[config.mk]
export PLATFORM = sky130hd
export DESIGN_NAME = iso_scrambler
export DESIGN_NICKNAME = d
export VERILOG_FILES = /design/src/rtl/iso_phy_pkg.sv /design/src/rtl/iso_scrambler_lane.sv /design/src/rtl/iso_scrambler.sv
export SDC_FILE = /design/constraint.sdc
export NUM_CORES = 1
export LEC_CHECK = 0
export BUFFER_PORTS_ARGS = -buffer_cell sky130_fd_sc_hd__clkbuf_2
export CAP_MARGIN = 20
export CELL_PAD_IN_SITES_DETAIL_PLACEMENT = 0
export CELL_PAD_IN_SITES_GLOBAL_PLACEMENT = 1
export CORE_ASPECT_RATIO = 1.75
export CORE_UTILIZATION = 35
export DETAILED_ROUTE_END_ITERATION = 10
export GPL_ROUTABILITY_DRIVEN = 0
export MAX_ROUTING_LAYER = met4
export PLACE_DENSITY = 0.63
export SLEW_MARGIN = 20
export SYNTH_ARGS = -nofsm -noshare
export SYNTH_HDL_FRONTEND = slang
export SYNTH_SLANG_ARGS = --single-unit
[constraint.sdc]
create_clock -name clk -period 2.5 [get_ports clk]
set_input_delay 0.25 -clock clk [delete_from_list [all_inputs] [get_ports clk]]
set_output_delay 0.25 -clock clk [all_outputs]
set_load 0.1 [all_outputs]
[src/rtl/iso_phy_pkg.sv]
`default_nettype none
// ============================================================================
// Module      : iso_phy_pkg
// Description : Shared constants and the 8-step DisplayPort scrambler LFSR
//               helper used by the isochronous scrambler.
// Revision    : 1.0 - initial release
// ============================================================================
package iso_phy_pkg;

  localparam logic [7:0]  K_BS     = 8'hBC;    // K28.5 blanking start
  localparam logic [7:0]  K_SR     = 8'h1C;    // K28.0 scrambler reset
  localparam logic [15:0] SCR_POLY = 16'h0039; // X16+X5+X4+X3+1, Galois taps
  localparam logic [15:0] SCR_SEED = 16'hFFFF;

  // Eight unrolled Galois steps; returns {next_lfsr, s[7:0]} with s[i] from step i.
  function automatic logic [23:0] scr_lfsr_step8(input logic [15:0] lfsr_in);
    logic [15:0] l;
    logic [7:0]  s;
    l = lfsr_in;
    s = '0;
    for (int i = 0; i < 8; i++) begin
      s[i] = l[15];
      l    = {l[14:0], 1'b0} ^ (l[15] ? SCR_POLY : 16'h0000);
    end
    return {l, s};
  endfunction

endpackage
`default_nettype wire

[src/rtl/iso_scrambler_lane.sv]
`default_nettype none
// ============================================================================
// Module      : iso_scrambler_lane
// Description : One lane of the isochronous scrambler: per-lane LFSR, SR
//               substitution, data XOR and the output register.
// Revision    : 1.0 - initial release
// ============================================================================
module iso_scrambler_lane
  import iso_phy_pkg::*;
#(
  parameter logic [15:0] LFSR_SEED = SCR_SEED
) (
  input  logic       clk,
  input  logic       rst_n,
  input  logic       enable,
  input  logic       lane_active,
  input  logic       sr_event,
  input  logic       scr_dis,
  input  logic [7:0] sym_in,
  input  logic       flag_in,
  output logic [7:0] sym_out,
  output logic       flag_out
);

  logic [15:0] lfsr_q, lfsr_d, lfsr_nxt;
  logic [7:0]  scr_byte;
  logic [7:0]  sym_q, sym_d;
  logic        flag_q, flag_d;
  logic        is_bs;

  // Next LFSR state and output symbol for this cycle's input.
  always_comb begin
    {lfsr_nxt, scr_byte} = scr_lfsr_step8(lfsr_q);
    is_bs  = flag_in && (sym_in == K_BS);
    lfsr_d = lfsr_nxt;
    sym_d  = '0;
    flag_d = 1'b0;
    if (!enable) begin
      lfsr_d = LFSR_SEED;
    end else begin
      // The LFSR keeps running on inactive lanes so a later lane-count
      // change lines them up with lane0 immediately.
      if (sr_event) begin
        lfsr_d = LFSR_SEED;
      end
      if (lane_active) begin
        if (sr_event && is_bs) begin
          sym_d  = K_SR;
          flag_d = 1'b1;
        end else if (sr_event || flag_in) begin
          sym_d  = sym_in;
          flag_d = flag_in;
        end else begin
          sym_d  = scr_dis ? sym_in : (sym_in ^ scr_byte);
          flag_d = 1'b0;
        end
      end
    end
  end

  // Lane state and output register.
  always_ff @(posedge clk or negedge rst_n) begin
    if (!rst_n) begin
      lfsr_q <= LFSR_SEED;
      sym_q  <= '0;
      flag_q <= 1'b0;
    end else begin
      lfsr_q <= lfsr_d;
      sym_q  <= sym_d;
      flag_q <= flag_d;
    end
  end

  assign sym_out  = sym_q;
  assign flag_out = flag_q;

endmodule
`default_nettype wire

[src/rtl/iso_scrambler.sv]
`default_nettype none
// ============================================================================
// Module      : iso_scrambler
// Description : Four-lane DisplayPort isochronous scrambler with periodic
//               BS->SR substitution; one registered stage, 1 clk latency.
// Revision    : 1.0 - initial release
// ============================================================================
module iso_scrambler
  import iso_phy_pkg::*;
#(
  parameter int          NUM_LANES   = 4,
  parameter int          SR_INTERVAL = 512,
  parameter logic [15:0] LFSR_SEED   = SCR_SEED
) (
  input  logic                   clk,
  input  logic                   rst_n,
  input  logic [NUM_LANES*8-1:0] iso_symbols,
  input  logic [NUM_LANES-1:0]   iso_control_sym_flag,
  input  logic                   spm_iso_start,
  input  logic [2:0]             spm_lane_count,
  input  logic                   spm_scrambler_dis,
  output logic [NUM_LANES*8-1:0] scr_symbols,
  output logic [NUM_LANES-1:0]   scr_control_sym_flag,
  output logic                   scr_sr_event
);

  localparam int CNT_W = (SR_INTERVAL > 1) ? $clog2(SR_INTERVAL) : 1;

  logic [CNT_W-1:0]     bs_cnt_q, bs_cnt_d;
  logic                 sr_event_q, sr_event_d;
  logic                 bs_det;
  logic [NUM_LANES-1:0] lane_active;
  int                   n_active;

  // BS detection on lane0, SR decision, BS counter and lane-count decode.
  always_comb begin
    bs_det     = iso_control_sym_flag[0] && (iso_symbols[7:0] == K_BS);
    sr_event_d = spm_iso_start && bs_det && (bs_cnt_q == '0);
    bs_cnt_d   = bs_cnt_q;
    if (!spm_iso_start) begin
      bs_cnt_d = '0;
    end else if (bs_det) begin
      // SR_INTERVAL is a power of two, so natural wrap gives the modulus.
      bs_cnt_d = bs_cnt_q + 1'b1;
    end
    case (spm_lane_count)
      3'd2:    n_active = 2;
      3'd4:    n_active = 4;
      default: n_active = 1;
    endcase
    for (int k = 0; k < NUM_LANES; k++) begin
      lane_active[k] = (k < n_active);
    end
  end

  // BS counter and SR event pulse register.
  always_ff @(posedge clk or negedge rst_n) begin
    if (!rst_n) begin
      bs_cnt_q   <= '0;
      sr_event_q <= 1'b0;
    end else begin
      bs_cnt_q   <= bs_cnt_d;
      sr_event_q <= sr_event_d;
    end
  end

  assign scr_sr_event = sr_event_q;

  for (genvar k = 0; k < NUM_LANES; k++) begin : g_lane
    iso_scrambler_lane #(
      .LFSR_SEED (LFSR_SEED)
    ) u_lane (
      .clk         (clk),
      .rst_n       (rst_n),
      .enable      (spm_iso_start),
      .lane_active (lane_active[k]),
      .sr_event    (sr_event_d),
      .scr_dis     (spm_scrambler_dis),
      .sym_in      (iso_symbols[8*k +: 8]),
      .flag_in     (iso_control_sym_flag[k]),
      .sym_out     (scr_symbols[8*k +: 8]),
      .flag_out    (scr_control_sym_flag[k])
    );
  end

endmodule
`default_nettype wire

==> run summary, run 1 <==
The final setup violation count is 0. Count of TritonRoute iterations in the first routing pass: 4. The buffer count from post-CTS setup fixing is 0, and the port buffer count is 79. The top-area cell type share of the netlist area was 0.3253. Ranked by total cell area, the synthesized netlist is headed by sky130_fd_sc_hd__dfstp_2 33%, sky130_fd_sc_hd__dfrtp_1 22%, sky130_fd_sc_hd__xnor2_1 12%, sky130_fd_sc_hd__xor2_1 7.5%, sky130_fd_sc_hd__nand2_1 4.4%.

The die footprint is 15,280 µm², and the internal reg-to-reg setup slack is 0.42 ns. Setup repair after global routing left no endpoint under its margin. The tools report the maximum number of pins on one net before global-route repair as 49. The most frequent standard cell in the layout excluding fill and tap cells is sky130_fd_sc_hd__clkbuf_2.

The Yosys step of the flow raised 0 warnings. The total nets after synthesis is 512. The type of origin of the critical path was a register. The core area came out at 14,370 µm².

The total chip power was 6.148 mW. Derived from the worst setup path, the maximum achievable clock frequency is 480.1 MHz. The number of enable flip-flop cells after synthesis is 0.

The tools report the required time of the critical path as 2.73 ns. The worst register-to-register path begins at bs_cnt_q[0]. The number of antenna diodes in the final layout is 0. In the layout the commonest cells are 78 x sky130_fd_sc_hd__clkbuf_2, 68 x sky130_fd_sc_hd__xnor2_1, 64 x sky130_fd_sc_hd__dfstp_2, 60 x sky130_fd_sc_hd__nand2_1, 46 x sky130_fd_sc_hd__dfrtp_1.

After detailed routing, the number of vias per cell comes to 4.677. The floorplan has 58 rows. The detail route stage leaves a number of antenna-violating nets equal to 0. The synthesized netlist occupies a cell area of 5170 µm². For the worst flop-to-flop path, the logic depth is 7. CTS saw 110 sinks. The number of failing hold endpoints at the final stage was 0.

The tools report the worst hold endpoint as g_lane[0].u_lane.flag_out. In this run the critical register-to-register path is captured at g_lane[3].u_lane.sym_out[0]. Class of the worst hold path: input port to register. The run gives 0.5479 as the post-synthesis sequential area ratio. The maximum fanout along the worst path came out at 20.

Counting the buffers created by CTS gives 9. The vertical die dimension is 162.8 µm. The largest total area in the synthesized netlist belongs to sky130_fd_sc_hd__dfstp_2.

Summing all multi-input logic gate instances after layout gives 2171 µm². The number of antenna violations at the first check in global routing was 0; the share of the cycle needed by the critical path after routing was 0.8332. The final critical delay including setup and external delays was 2.083 ns.

After clock tree synthesis, the clock-pin slew on the worst setup and hold paths is 0.07 ns. Number of pins exceeding their max-slew limit in the final report: 0. Clock tree synthesis selected as its root buffer the cell sky130_fd_sc_hd__clkbuf_16. The iteration-0 DRC count of the detailed router was 121; the total wire length was 11,160 µm. The tools report the I/O pin total as 80. The nature of the critical path endpoint is a register. The net count of the finished layout is 590. The worst hold path passes through 2 cells.

From synthesis to final layout, the design area changed by 16.60%. The count of max-cap constraint violations was 0; the power density over the cells was 1020 nW/µm². In this run the most critical hold path is launched from iso_control_sym_flag[0]. After detailed routing, the average wire length per cell comes to 15.29 µm.

The tools report the share of the core filled with cells as 0.4195. The share of synthesized flip-flops with an asynchronous set or reset is 1.000. Summed over all layers, the global routing overflow is 0.

The setup path with the least slack is of type register to register. The ratio of cells with drive above 1 in the final layout came out at 0.3164. The flow ran to the end, and the final reports show no timing, DRC or antenna violations. The run gives 3 as the depth of the CTS H-tree. The synthesized design contains 110 register bits. The critical path arrival is 2.31 ns. The tools report the post-synthesis cell count as 467.

The average instance area after synthesis works out to 11.07 µm². TritonCTS built the clock tree. The tools report the post-route DRC violation count as 0.

The post-DP HPWL was 8341 µm. The logs give 0.5671 for the relative slew slack and 1,394 for the number of fill cells. The sequential cell area was 2833 µm². Between clock sinks in the finished design, the worst skew comes to 0.009225 ns. The tools report the reported leakage power as 2.605 nW. Setup total negative slack on the finished layout was measured at 0 ns.

Counting along the longest clock path gives a buffer depth of 2. The clock latency reported for the late side of the worst-skew pair was 0.35 ns. Across the VDD grid, the largest voltage drop is 0.4004 mV. The chip width is 93.88 µm. The count of distinct cell types in the synthesized netlist is 37. The global-route wire length before repair is 18,440 µm, and the starting density of the core is 0.3598. The number of global-route vias before repair was 3,632; the total global routing track utilization was 0.1645. The commonest register cell after synthesis is sky130_fd_sc_hd__dfstp_2. At the pin with the least slew margin, the transition time is 0.6486 ns. The routed layout has 3,414 vias.
## routing by layer
layer	vias to the layer above	part of all wire	global-route usage
li1	1657	-	-
met1	1666	0.41	0.1835
met2	78	0.54	0.2893
met3	13	0.039	0.03548
met4	0	0.014	0.05035
met5	-	0	-
## cells in the mapped netlist, types with 8 or more instances
cell type	instances
sky130_fd_sc_hd__and2_1	10
sky130_fd_sc_hd__dfrtp_1	46
sky130_fd_sc_hd__nor3b_1	19
sky130_fd_sc_hd__nor2_1	29
sky130_fd_sc_hd__o21ai_1	11
sky130_fd_sc_hd__or3_1	10
sky130_fd_sc_hd__a21oi_1	8
sky130_fd_sc_hd__nand2b_1	24
sky130_fd_sc_hd__xnor2_1	68
sky130_fd_sc_hd__nand2_1	60
sky130_fd_sc_hd__xor2_1	44
sky130_fd_sc_hd__dfstp_2	64
sky130_fd_sc_hd__o21ai_0	16
## logic make-up (layout without fill, tap and decap cells)
family	Yosys count	after routing	synth area share
mux	1	1	0.001936
compound gates	41	41	0.04574
fa+ha+maj	2	2	0.004839
flops	110	110	0.5479
xor+xnor	112	112	0.1897
simple gates	174	174	0.1776
buf+inv	27	110	0.03219
## critical path, stage by stage (launching register included)
cell and delay (ns):
sky130_fd_sc_hd__dfrtp_1 0.42, sky130_fd_sc_hd__inv_1 0.07, sky130_fd_sc_hd__ha_1 0.13, sky130_fd_sc_hd__nor4b_2 0.25, sky130_fd_sc_hd__nand3_2 0.13, sky130_fd_sc_hd__nor2_2 0.52
sky130_fd_sc_hd__a41o_1 0.37, sky130_fd_sc_hd__a21oi_1 0.07
## through the flow
stage | hold WS (ns) | setup slack [ns] | instance area, µm² | cells
final | 0.1501 | 0.4169 | 6028 | 730
after detailed placement | 0.2961 | 0.3989 | 5725 | 713
after floorplan | -0.04559 | 0.8591 | 5170 | 467
after global routing | 0.1376 | 0.2163 | 6028 | 730
after CTS | 0.1359 | 0.3898 | 6028 | 730
after global placement | 0.2935 | 0.4651 | 5725 | 713
## sequential cells by signal, summed over array words and instances, names as in the netlist
signal	flops
bs_cnt_q	9
g_lane.u_lane.flag_out	4
g_lane.u_lane.lfsr_q	64
g_lane.u_lane.sym_out	32
scr_sr_event	1
## area by class of cell
class | count | area share
clock inverters | 5 | 0.009963
clock buffers | 11 | 0.03861
multi-input cells | 330 | 0.3601
well taps | 180 | 0.03736
inverters | 5 | 0.003113
repair buffers | 89 | 0.08095
flip-flops and latches | 110 | 0.4699
## how the worst max path moves through the flow
stage | startpoint | end | slack [ns] | cells past startpoint
after floorplan | bs_cnt_q[0] | g_lane[1].u_lane.sym_out[0] | 0.86 | 8
after global placement | bs_cnt_q[0] | g_lane[3].u_lane.sym_out[7] | 0.47 | 7
after detailed placement | bs_cnt_q[0] | g_lane[3].u_lane.sym_out[5] | 0.40 | 7
after CTS | bs_cnt_q[0] | g_lane[3].u_lane.sym_out[5] | 0.39 | 7
after global routing | bs_cnt_q[0] | g_lane[1].u_lane.sym_out[1] | 0.22 | 7
final | bs_cnt_q[0] | g_lane[3].u_lane.sym_out[0] | 0.42 | 7
## what timing repair did
action / 4_1_cts / 5_1_grt
resized for setup: 0 / 0
endpoints found under the hold margin: 22 / 0
hold buffers: 1 / 0
## power by group
part / internal, mW / leakage, nW / switching (mW)
logic: 0.942 / 1.16 / 0.990
registers: 2.43 / 1.30 / 0.364
clock network: 0.780 / 0.140 / 0.638
Power figures use the tool's default switching activity.
==> run 2, diff against run 1 <==
--- a/config.mk
+++ b/config.mk
@@ -5,6 +5,7 @@
 export SDC_FILE = /design/constraint.sdc
 export NUM_CORES = 1
 export LEC_CHECK = 0
+export ABC_AREA = 1
 export BUFFER_PORTS_ARGS = -buffer_cell sky130_fd_sc_hd__clkbuf_2
 export CAP_MARGIN = 20
 export CELL_PAD_IN_SITES_DETAIL_PLACEMENT = 0
@@ -14,7 +15,7 @@
 export DETAILED_ROUTE_END_ITERATION = 10
 export GPL_ROUTABILITY_DRIVEN = 0
 export MAX_ROUTING_LAYER = met4
-export PLACE_DENSITY = 0.63
+export PLACE_DENSITY = 0.67
 export SLEW_MARGIN = 20
 export SYNTH_ARGS = -nofsm -noshare
 export SYNTH_HDL_FRONTEND = slang
==> constraint.sdc (replaced) <==
create_clock -name clk -period 1.9 [get_ports clk]
set_input_delay 0.19 -clock clk [delete_from_list [all_inputs] [get_ports clk]]
set_output_delay 0.19 -clock clk [all_outputs]
set_load 0.1 [all_outputs]
==> run 2 against run 1 <==
Net effect:
- core utilization rose by 0.33 points
- critical path type unchanged
- register-to-register slack worse by 0.15 ns
- largest cell class unchanged
- clock-buffer cell count shrank 1
- global-route usage up 1.2 points
- critical endpoint is now g_lane[0].u_lane.lfsr_q[15]
- cell count grew 18%
- highest routed layer unchanged
==> run summary, run 2 <==
The tools report the critical path arrival as 1.93 ns (-0.38 ns). The worst hold path belongs to the class input port to register. Vertical die dimension: 166.1 µm (+2.1%).

For the antenna diode instance count, the log shows 0 (unchanged). The total clock sinks was 110 (unchanged); the count of cells along the worst hold path was 3 (+1). The tools report the count of distinct cell types in the synthesized netlist as 25 (-32%). The tools report the type of origin of the critical path as a register.

The number of enable flip-flop cells after synthesis is 0 (unchanged). g_lane.u_lane.lfsr_q holds more flip-flops than any other register. Grouping stages by cell kind, the critical path spends the most delay in simple AND/OR/NAND/NOR gates. The average instance area after synthesis is 8.979 µm² (-19%), and the share of synthesized flip-flops with an asynchronous set or reset is 1.000 (unchanged). The post-synthesis cell count is 600 (+28%). The count of max-cap constraint violations was 0 (unchanged); the via count of the routed design was 3,958 (+16%).

The worst hold path terminates at g_lane[3].u_lane.sym_out[0]. The post-synthesis to final-layout area growth came out at 17.60%. The run gives 0 (unchanged) as the number of pins exceeding their max-slew limit in the final report. The flip-flop count of the largest register, all copies and words added is 64 (unchanged), and the count of yosys warnings during synthesis is 0 (unchanged). The worst clock skew came out at 0.008578 ns (-0.0006461 ns). The commonest cells after synthesis are 126 x sky130_fd_sc_hd__nand2_1, 69 x sky130_fd_sc_hd__xnor2_1, 64 x sky130_fd_sc_hd__dfstp_2, 64 x sky130_fd_sc_hd__inv_1, 61 x sky130_fd_sc_hd__nor2_1.

The clock latency reported for the late side of the worst-skew pair is 0.35 ns (about the same), and the top-area cell type share of the netlist area is 0.3121 (-0.01314). The biggest cell delay along the critical path is 0.39 ns (-0.13 ns). For the total nets after synthesis, the log shows 645 (+26%). The run gives 1,515 (+8.7%) as the number of fill cells. Most frequent standard cell in the layout excluding fill and tap cells: sky130_fd_sc_hd__nand2_1. The transition time of the tightest slew-check pin is 0.6344 ns (-0.01421 ns). TritonCTS built the clock tree. Ranked by total cell area, the synthesized netlist is headed by sky130_fd_sc_hd__dfstp_2 31%, sky130_fd_sc_hd__dfrtp_1 21%, sky130_fd_sc_hd__xnor2_1 11%, sky130_fd_sc_hd__nand2_1 8.8%, sky130_fd_sc_hd__inv_1 4.5%.

The number of standard-cell rows in the floorplan was 59 (+1.7%); the number of global-route vias before repair was 4,108 (+13%). The nature of the critical path endpoint is a register. The starting density of the core was 0.3595 (about the same). The global-route wire length before repair came out at 20,730 µm (+12%). The total negative slack is 0 ns (unchanged), and the total global routing track utilization is 0.1761 (+0.01158).

Maximum fanout along the worst path: 21 (+5.0%). For the count of TritonRoute iterations in the first routing pass, the log shows 4 (unchanged). The required time of the critical path is 2.20 ns (-0.53 ns), and the routed wirelength normalized by instance count is 14.45 µm (-5.5%).

The post-synthesis sequential area ratio was 0.5258 (-0.02214); the highest attainable clock frequency was 611.9 MHz (+27%). The ratio of cells with drive above 1 in the final layout came out at 0.2893 (-0.02708). Setup repair after global routing left no endpoint under its margin. Instance area after placement: 5992 µm² (+4.7%). For the number of antenna violations at the first check in global routing, the log shows 0 (unchanged). The die footprint was 15,910 µm² (+4.1%).

For the number of buffers between clock root and the deepest sink, the log shows 2 (unchanged). The maximum resistive drop on vdd is 0.5133 mV (+28%). The tools report the startpoint of the tightest hold check path as iso_symbols[24]. The relative slew slack is 0.5755 (+0.008380), and the number of synthesized register bits is 110 (unchanged). The final critical delay including setup and external delays was 1.634 ns (-0.4488 ns). The worst register-to-register path begins at bs_cnt_q[0].

The critical path is of the register to register type. The run gives 5388 µm² (+4.2%) as the netlist area before placement. The run gives 721 (+22%) as the count of nets after finishing. The share of the cycle needed by the critical path after routing is 0.8602 (+0.02694).

The total CTS buffers is 9 (unchanged). The area of combinational cells with multiple inputs is 2158 µm² (-0.58%). The power density over the cells works out to 1314 nW/µm² (+29%).

The logs give 6336 µm² (+5.1%) for the design area and 49 (unchanged) for the maximum number of pins on one net before global-route repair. The chip width was 95.79 µm (+2.0%). The run gives 0 (unchanged) as the number of failing hold endpoints at the final stage. The sequential cell area came out at 2833 µm² (unchanged). Core area: 14,990 µm² (+4.3%).

The internal reg-to-reg setup slack came out at 0.27 ns (-0.15 ns). The biggest area contributor in the post-synthesis netlist is sky130_fd_sc_hd__dfstp_2. The run gives 3.072 nW (+18%) as the reported leakage power. Buffer and inverter count on the worst path: 2 (+1). Commonest register cell after synthesis: sky130_fd_sc_hd__dfstp_2. I/O pin total: 80 (unchanged).

For the final setup violation count, the log shows 0 (unchanged). The flow ran to the end, and the final reports show no timing, DRC or antenna violations. The tools report the depth of the CTS H-tree as 3 (unchanged).

The run gives 9225 µm (+11%) as the post-DP HPWL. The master of the slowest instance on the critical path is sky130_fd_sc_hd__dfrtp_1. In this run the critical register-to-register path is captured at g_lane[0].u_lane.lfsr_q[15].

The cell depth of the worst flop-to-flop path works out to 8 (+1). Clock tree synthesis selected as its root buffer the cell sky130_fd_sc_hd__clkbuf_16. The library cells used most frequently in the layout, excluding fill and tap cells, are 126 x sky130_fd_sc_hd__nand2_1, 78 x sky130_fd_sc_hd__clkbuf_2, 69 x sky130_fd_sc_hd__xnor2_1, 64 x sky130_fd_sc_hd__inv_1, 64 x sky130_fd_sc_hd__dfstp_2. The clock-pin slew on the worst setup and hold paths was 0.08 ns (about the same). Traced cell by cell, the critical path runs through inv_1 > ha_1 > nand3_1 > nor2_1 > nand3_2 > nand2_1 > buf_4 > or2_2. The ratio of routed vias to standard cells was 4.581 (-2.0%).

Most frequent cell after synthesis: sky130_fd_sc_hd__nand2_1. The total wire length was 12,490 µm (+12%); the global route total overflow was 0 (unchanged). The iteration-0 DRC count of the detailed router was 129 (+6.6%); the port buffer count was 79 (unchanged).

Post-route antenna net violation count: 0 (unchanged). The run gives 0 (unchanged) as the post-route DRC violation count.
-- run 2: changes by cell type after synthesis, moves of 21 or more --
| cell | before | now |
|---|---|---|
| sky130_fd_sc_hd__nand2_1 | 60 | 126 |
| sky130_fd_sc_hd__inv_1 | 5 | 64 |
| sky130_fd_sc_hd__nand3_1 | 2 | 40 |
| sky130_fd_sc_hd__nor2_1 | 29 | 61 |
| sky130_fd_sc_hd__nand2b_1 | 24 | 0 |
| sky130_fd_sc_hd__xor2_1 | 44 | 23 |
-- run 2: final cells by class --
| cell class | instances | share of cell area |
|---|---|---|
| Multi-Input combinational cell | 396 | 0.3406 |
| Clock buffer | 10 | 0.03772 |
| Timing Repair Buffer | 94 | 0.08491 |
| Sequential cell | 110 | 0.4471 |
| Tap cell | 183 | 0.03614 |
| Clock inverter | 6 | 0.01461 |
| Inverter | 65 | 0.03890 |
-- run 2: worst reg2reg max path, cell delays in order, from the launching register on --
cell and delay, ns:
sky130_fd_sc_hd__dfrtp_1 0.39, sky130_fd_sc_hd__inv_1 0.10, sky130_fd_sc_hd__ha_1 0.16, sky130_fd_sc_hd__nand3_1 0.07, sky130_fd_sc_hd__nor2_1 0.15, sky130_fd_sc_hd__nand3_2 0.11
sky130_fd_sc_hd__nand2_1 0.13, sky130_fd_sc_hd__buf_4 0.30, sky130_fd_sc_hd__or2_2 0.17
-- run 2: timing repair --
| action | in CTS | in global routing |
|---|---|---|
| setup buffers | 0 | 0 |
| gates resized for setup | 0 | 2 |
| hold endpoints to repair | 9 | 0 |
| setup endpoints to repair | 0 | 43 |
| hold buffers | 1 | 0 |
-- run 2: layer usage --
metal	up-vias	GRT usage	wire, µm
li1	1977	-	-
met1	1874	0.2003	5192
met2	79	0.3025	6579
met3	28	0.02747	346
met4	0	0.06944	369
met5	-	-	0
-- run 2: kinds of logic (layout without fill, tap and decap cells) --
family / count (synthesis) / in the layout / share of synthesized area
AND/OR/NAND/NOR: 273 / 273 / 0.2190
adder cells (fa/ha/maj): 2 / 2 / 0.004644
AO/OA/AOI/OAI: 29 / 29 / 0.02740
flip-flops: 110 / 110 / 0.5258
buffers and inverters: 94 / 175 / 0.07362
XOR/XNOR: 92 / 92 / 0.1496
-- run 2: worst max path at each step --
| stage | start | depth (start not counted) | to | slack [ns] |
|---|---|---|---|---|
| final | bs_cnt_q[0] | 8 | g_lane[0].u_lane.lfsr_q[15] | 0.27 |
| after global routing | bs_cnt_q[0] | 8 | g_lane[1].u_lane.lfsr_q[15] | 0.05 |
| after CTS | bs_cnt_q[0] | 8 | g_lane[1].u_lane.lfsr_q[3] | 0.06 |
| after detailed placement | bs_cnt_q[0] | 8 | g_lane[1].u_lane.lfsr_q[3] | 0.08 |
| after global placement | bs_cnt_q[0] | 8 | g_lane[1].u_lane.lfsr_q[3] | 0.16 |
| after floorplan | bs_cnt_q[0] | 9 | g_lane[1].u_lane.sym_out[2] | 0.35 |
-- run 2: stage by stage --
stage | utilization | total power [mW] | setup slack, ns | hold slack, ns | cells
finish | 0.4228 | 8.325 | 0.2656 | 0.08305 | 864
global route | 0.4228 | 8.851 | 0.05420 | 0.08262 | 864
CTS | 0.4226 | 8.418 | 0.06313 | 0.06321 | 864
detailed placement | 0.3999 | 6.285 | 0.08317 | 0.1503 | 847
global placement | 0.3999 | 6.259 | 0.1649 | 0.1488 | 847
floorplan | - | 5.757 | 0.3541 | -0.1056 | 600
-- run 2: power breakdown --
group          internal [mW]  switching, mW  total (mW)
registers               3.19          0.501        3.69
clock network           1.20          0.870        2.07
logic                   1.22           1.35        2.57
total                   5.60           2.72        8.32
==> run 3, diff against run 2 <==
--- a/config.mk
+++ b/config.mk
@@ -6,7 +6,7 @@
 export NUM_CORES = 1
 export LEC_CHECK = 0
 export ABC_AREA = 1
-export BUFFER_PORTS_ARGS = -buffer_cell sky130_fd_sc_hd__clkbuf_2
+export BUFFER_PORTS_ARGS = -buffer_cell sky130_fd_sc_hd__buf_2
 export CAP_MARGIN = 20
 export CELL_PAD_IN_SITES_DETAIL_PLACEMENT = 0
 export CELL_PAD_IN_SITES_GLOBAL_PLACEMENT = 1
@@ -15,7 +15,7 @@
 export DETAILED_ROUTE_END_ITERATION = 10
 export GPL_ROUTABILITY_DRIVEN = 0
 export MAX_ROUTING_LAYER = met4
-export PLACE_DENSITY = 0.67
+export PLACE_DENSITY_LB_ADDON = 0.1
 export SLEW_MARGIN = 20
 export SYNTH_ARGS = -nofsm -noshare
 export SYNTH_HDL_FRONTEND = slang
==> run 3 against run 2 <==
Net effect:
- core utilization decreased by 0.18 points
- global-route usage increased by 1.2 points
- clock skew increased by 0.0037 ns
- highest routed layer unchanged
- register-to-register slack about the same
- non-clock buffer count decreased by 2
- critical path type unchanged
- critical path depth unchanged
- via count increased by 0.88%
- worst hold slack improved by 0.0061 ns
- die area unchanged
- sequential share of layout area increased by 0.19 points
- flip-flop and latch count unchanged
==> run summary, run 3 (same netlist as run 2, synthesis figures left out) <==
The run finished with clean final reports. The count of max-cap constraint violations was 0 (unchanged). The depth of the CTS H-tree is 3 (unchanged).

The total wire length came out at 13,210 µm (+5.8%). The logs give 0 (unchanged) for the global route total overflow and 0 (unchanged) for the final setup violation count. The power density over the cells was 1317 nW/µm² (+0.22%). The tightest min-delay check is of the input port to register type.

The run gives 0.06801 ns (-0.01516 ns) as the placement-stage worst setup slack. Count of TritonRoute iterations in the first routing pass: 6 (+2). The logs give 0.3595 (unchanged) for the starting density of the core and 0.02656 (-0.0009158) for the global-route track usage on met3. The post-DP HPWL was 9598 µm (+4.0%); the ratio of routed vias to standard cells was 4.632 (+1.1%). The number of pins exceeding their max-slew limit in the final report was 0 (unchanged).

The share of the cycle needed by the critical path after routing is 0.8548 (-0.005351), and the total negative slack is 0 ns (unchanged). Setup repair after global routing left no endpoint under its margin. The maximum fanout along the worst path was 21 (unchanged). The cell sitting at the root of the clock tree is a sky130_fd_sc_hd__clkbuf_16. The busiest layer in global routing is met2. The worst setup path is captured at a register. Final critical delay including setup and external delays: 1.624 ns (-0.01017 ns).

Post-synthesis to final-layout area growth: 17.12%. The logs give 0.2758 ns (+0.01017 ns) for the setup slack after layout and 0.2256 (+0.02533) for the global-route met1 utilization. The clock-pin slew on the worst setup and hold paths came out at 0.07 ns (about the same). The count of nets after finishing was 719 (-0.28%).

The tools report the required time of the critical path as 2.19 ns (about the same). The number of global-route vias before repair was 4,224 (+2.8%); the routed wirelength normalized by instance count was 15.33 µm (+6.1%). The die footprint is 15,910 µm² (unchanged).

The register with the most flip-flops is g_lane.u_lane.lfsr_q. The reported leakage power came out at 3.084 nW (+0.41%). TritonCTS built the clock tree.

The maximum resistive drop on vdd came out at 0.4780 mV (-6.9%). The global-route wire length before repair was 22,020 µm (+6.2%); the number of buffers between clock root and the deepest sink was 2 (unchanged). The tools report the type of origin of the critical path as a register.

For the number of antenna violations at the first check in global routing, the log shows 0 (unchanged). The logs give 46 (-6.1%) for the maximum number of pins on one net before global-route repair and 14,990 µm² (unchanged) for the core area. Vertical die dimension: 166.1 µm (unchanged).

The chip width was 95.79 µm (unchanged); the relative slew slack was 0.6143 (+0.03878). The logs give 1.91 ns (-0.02 ns) for the critical path arrival and 0.08911 ns (+0.006057 ns) for the worst hold slack after final layout. The iteration-0 DRC count of the detailed router was 75 (-42%). Via count of the routed design: 3,993 (+0.88%). The total CTS buffers came out at 9 (unchanged).

The total global routing track utilization came out at 0.1884 (+0.01232). For the number of standard-cell rows in the floorplan, the log shows 59 (unchanged). The flip-flop count of the largest register, all copies and words added was 64 (unchanged); the port buffer count was 79 (unchanged). The transition time of the tightest slew-check pin came out at 0.5764 ns (-0.05795 ns).

The number of failing hold endpoints at the final stage was 0 (unchanged). The buffer count from post-CTS setup fixing came out at 0 (unchanged). The run gives 0 (unchanged) as the antenna diode instance count.

The tools report the post-route antenna net violation count as 0 (unchanged). The routing usage on met2 is 0.3233 (+0.02081). The library cell used most frequently in the layout, excluding fill and tap cells, is sky130_fd_sc_hd__nand2_1. The logs give 615.7 MHz (+0.63%) for the highest attainable clock frequency and 80 (unchanged) for the I/O pin total. By startpoint and endpoint, the worst setup path is classified as register to register. In the layout the commonest cells are 126 x sky130_fd_sc_hd__nand2_1, 78 x sky130_fd_sc_hd__buf_2, 69 x sky130_fd_sc_hd__xnor2_1, 64 x sky130_fd_sc_hd__inv_1, 64 x sky130_fd_sc_hd__dfstp_2.

The ratio of cells with drive above 1 in the final layout is 0.2857 (-0.003566), and the clock latency reported for the late side of the worst-skew pair is 0.35 ns (about the same). The total clock sinks was 110 (unchanged); the post-route DRC violation count was 0 (unchanged). The worst clock skew came out at 0.01223 ns (+0.003653 ns).
[run 3: cell types whose count changed in the layout (fill, tap and decap cells not counted)]
cell	change
sky130_fd_sc_hd__bufinv_16	-1
sky130_fd_sc_hd__clkinvlp_4	-2
sky130_fd_sc_hd__clkbuf_16	+1
sky130_fd_sc_hd__clkbuf_1	+1
sky130_fd_sc_hd__buf_2	+78
sky130_fd_sc_hd__clkbuf_2	-78
sky130_fd_sc_hd__clkinv_2	+1
sky130_fd_sc_hd__buf_4	-2
[run 3: layout make-up]
cell class | count | area [µm²]
timing repair buffer | 92 | 523.0
clock inverter | 4 | 52.55
sequential | 110 | 2833
tap | 183 | 229.0
inverter | 65 | 246.5
clock buffer | 12 | 267.8
multi-input combinational | 396 | 2158
fill | 1522 | 8676
[run 3: repair_timing]
item	4_1_cts	5_1_grt
endpoints found under the setup margin	0	35
resized for setup	0	2
hold buffers	1	0
hold endpoints to repair	11	0
[run 3: critical path: stages (launching register included)]
cell and delay [ns]:
sky130_fd_sc_hd__dfrtp_1 0.39, sky130_fd_sc_hd__inv_1 0.11, sky130_fd_sc_hd__ha_1 0.15, sky130_fd_sc_hd__nand3_1 0.07
sky130_fd_sc_hd__nor2_1 0.16, sky130_fd_sc_hd__nand3_2 0.11, sky130_fd_sc_hd__nand2_1 0.13, sky130_fd_sc_hd__buf_4 0.28
sky130_fd_sc_hd__or2_2 0.16
[run 3: where the power goes]
part | total [mW] | switching [mW] | leakage, nW | internal [mW]
logic | 2.55 | 1.34 | 1.62 | 1.21
registers | 3.71 | 0.520 | 1.30 | 3.19
clock network | 2.05 | 0.902 | 0.158 | 1.15
total | 8.31 | 2.76 | 3.08 | 5.55
[run 3: worst paths after layout]
path | start | endpoint | slack, ns | depth (start not counted)
worst max-delay path | bs_cnt_q[0] | g_lane[0].u_lane.lfsr_q[14] | 0.28 | 8
worst min-delay path | iso_control_sym_flag[0] | g_lane[0].u_lane.flag_out | 0.09 | 3
worst max register to register | bs_cnt_q[0] | g_lane[0].u_lane.lfsr_q[14] | 0.28 | 8
worst min register to register | g_lane[3].u_lane.lfsr_q[9] | g_lane[3].u_lane.lfsr_q[1] | 0.52 | 2
max in group asynchronous | rst_n | g_lane[0].u_lane.lfsr_q[2] | 0.87 | 3
min in group asynchronous | rst_n | g_lane[1].u_lane.sym_out[0] | 0.38 | 2
[run 3: per-layer routing]
layer,vias to the layer above,wire length (µm),part of all wire
li1,1971,-,-
met5,-,0,0
met1,1935,5539,0.42
met3,12,372,0.028
met4,0,182,0.014
met2,75,7119,0.54
[run 3: per-stage QoR]
| step | cell area [µm²] | total power, mW | std cells | util |
|---|---|---|---|---|
| final | 6310 | 8.309 | 862 | 0.4211 |
| after global routing | 6310 | 8.837 | 862 | 0.4211 |
| after CTS | 6307 | 8.431 | 862 | 0.4209 |
| after detailed placement | 5977 | 6.317 | 845 | 0.3988 |
| after global placement | 5977 | 6.302 | 845 | 0.3988 |
| after floorplan | 5388 | 5.757 | 600 | - |
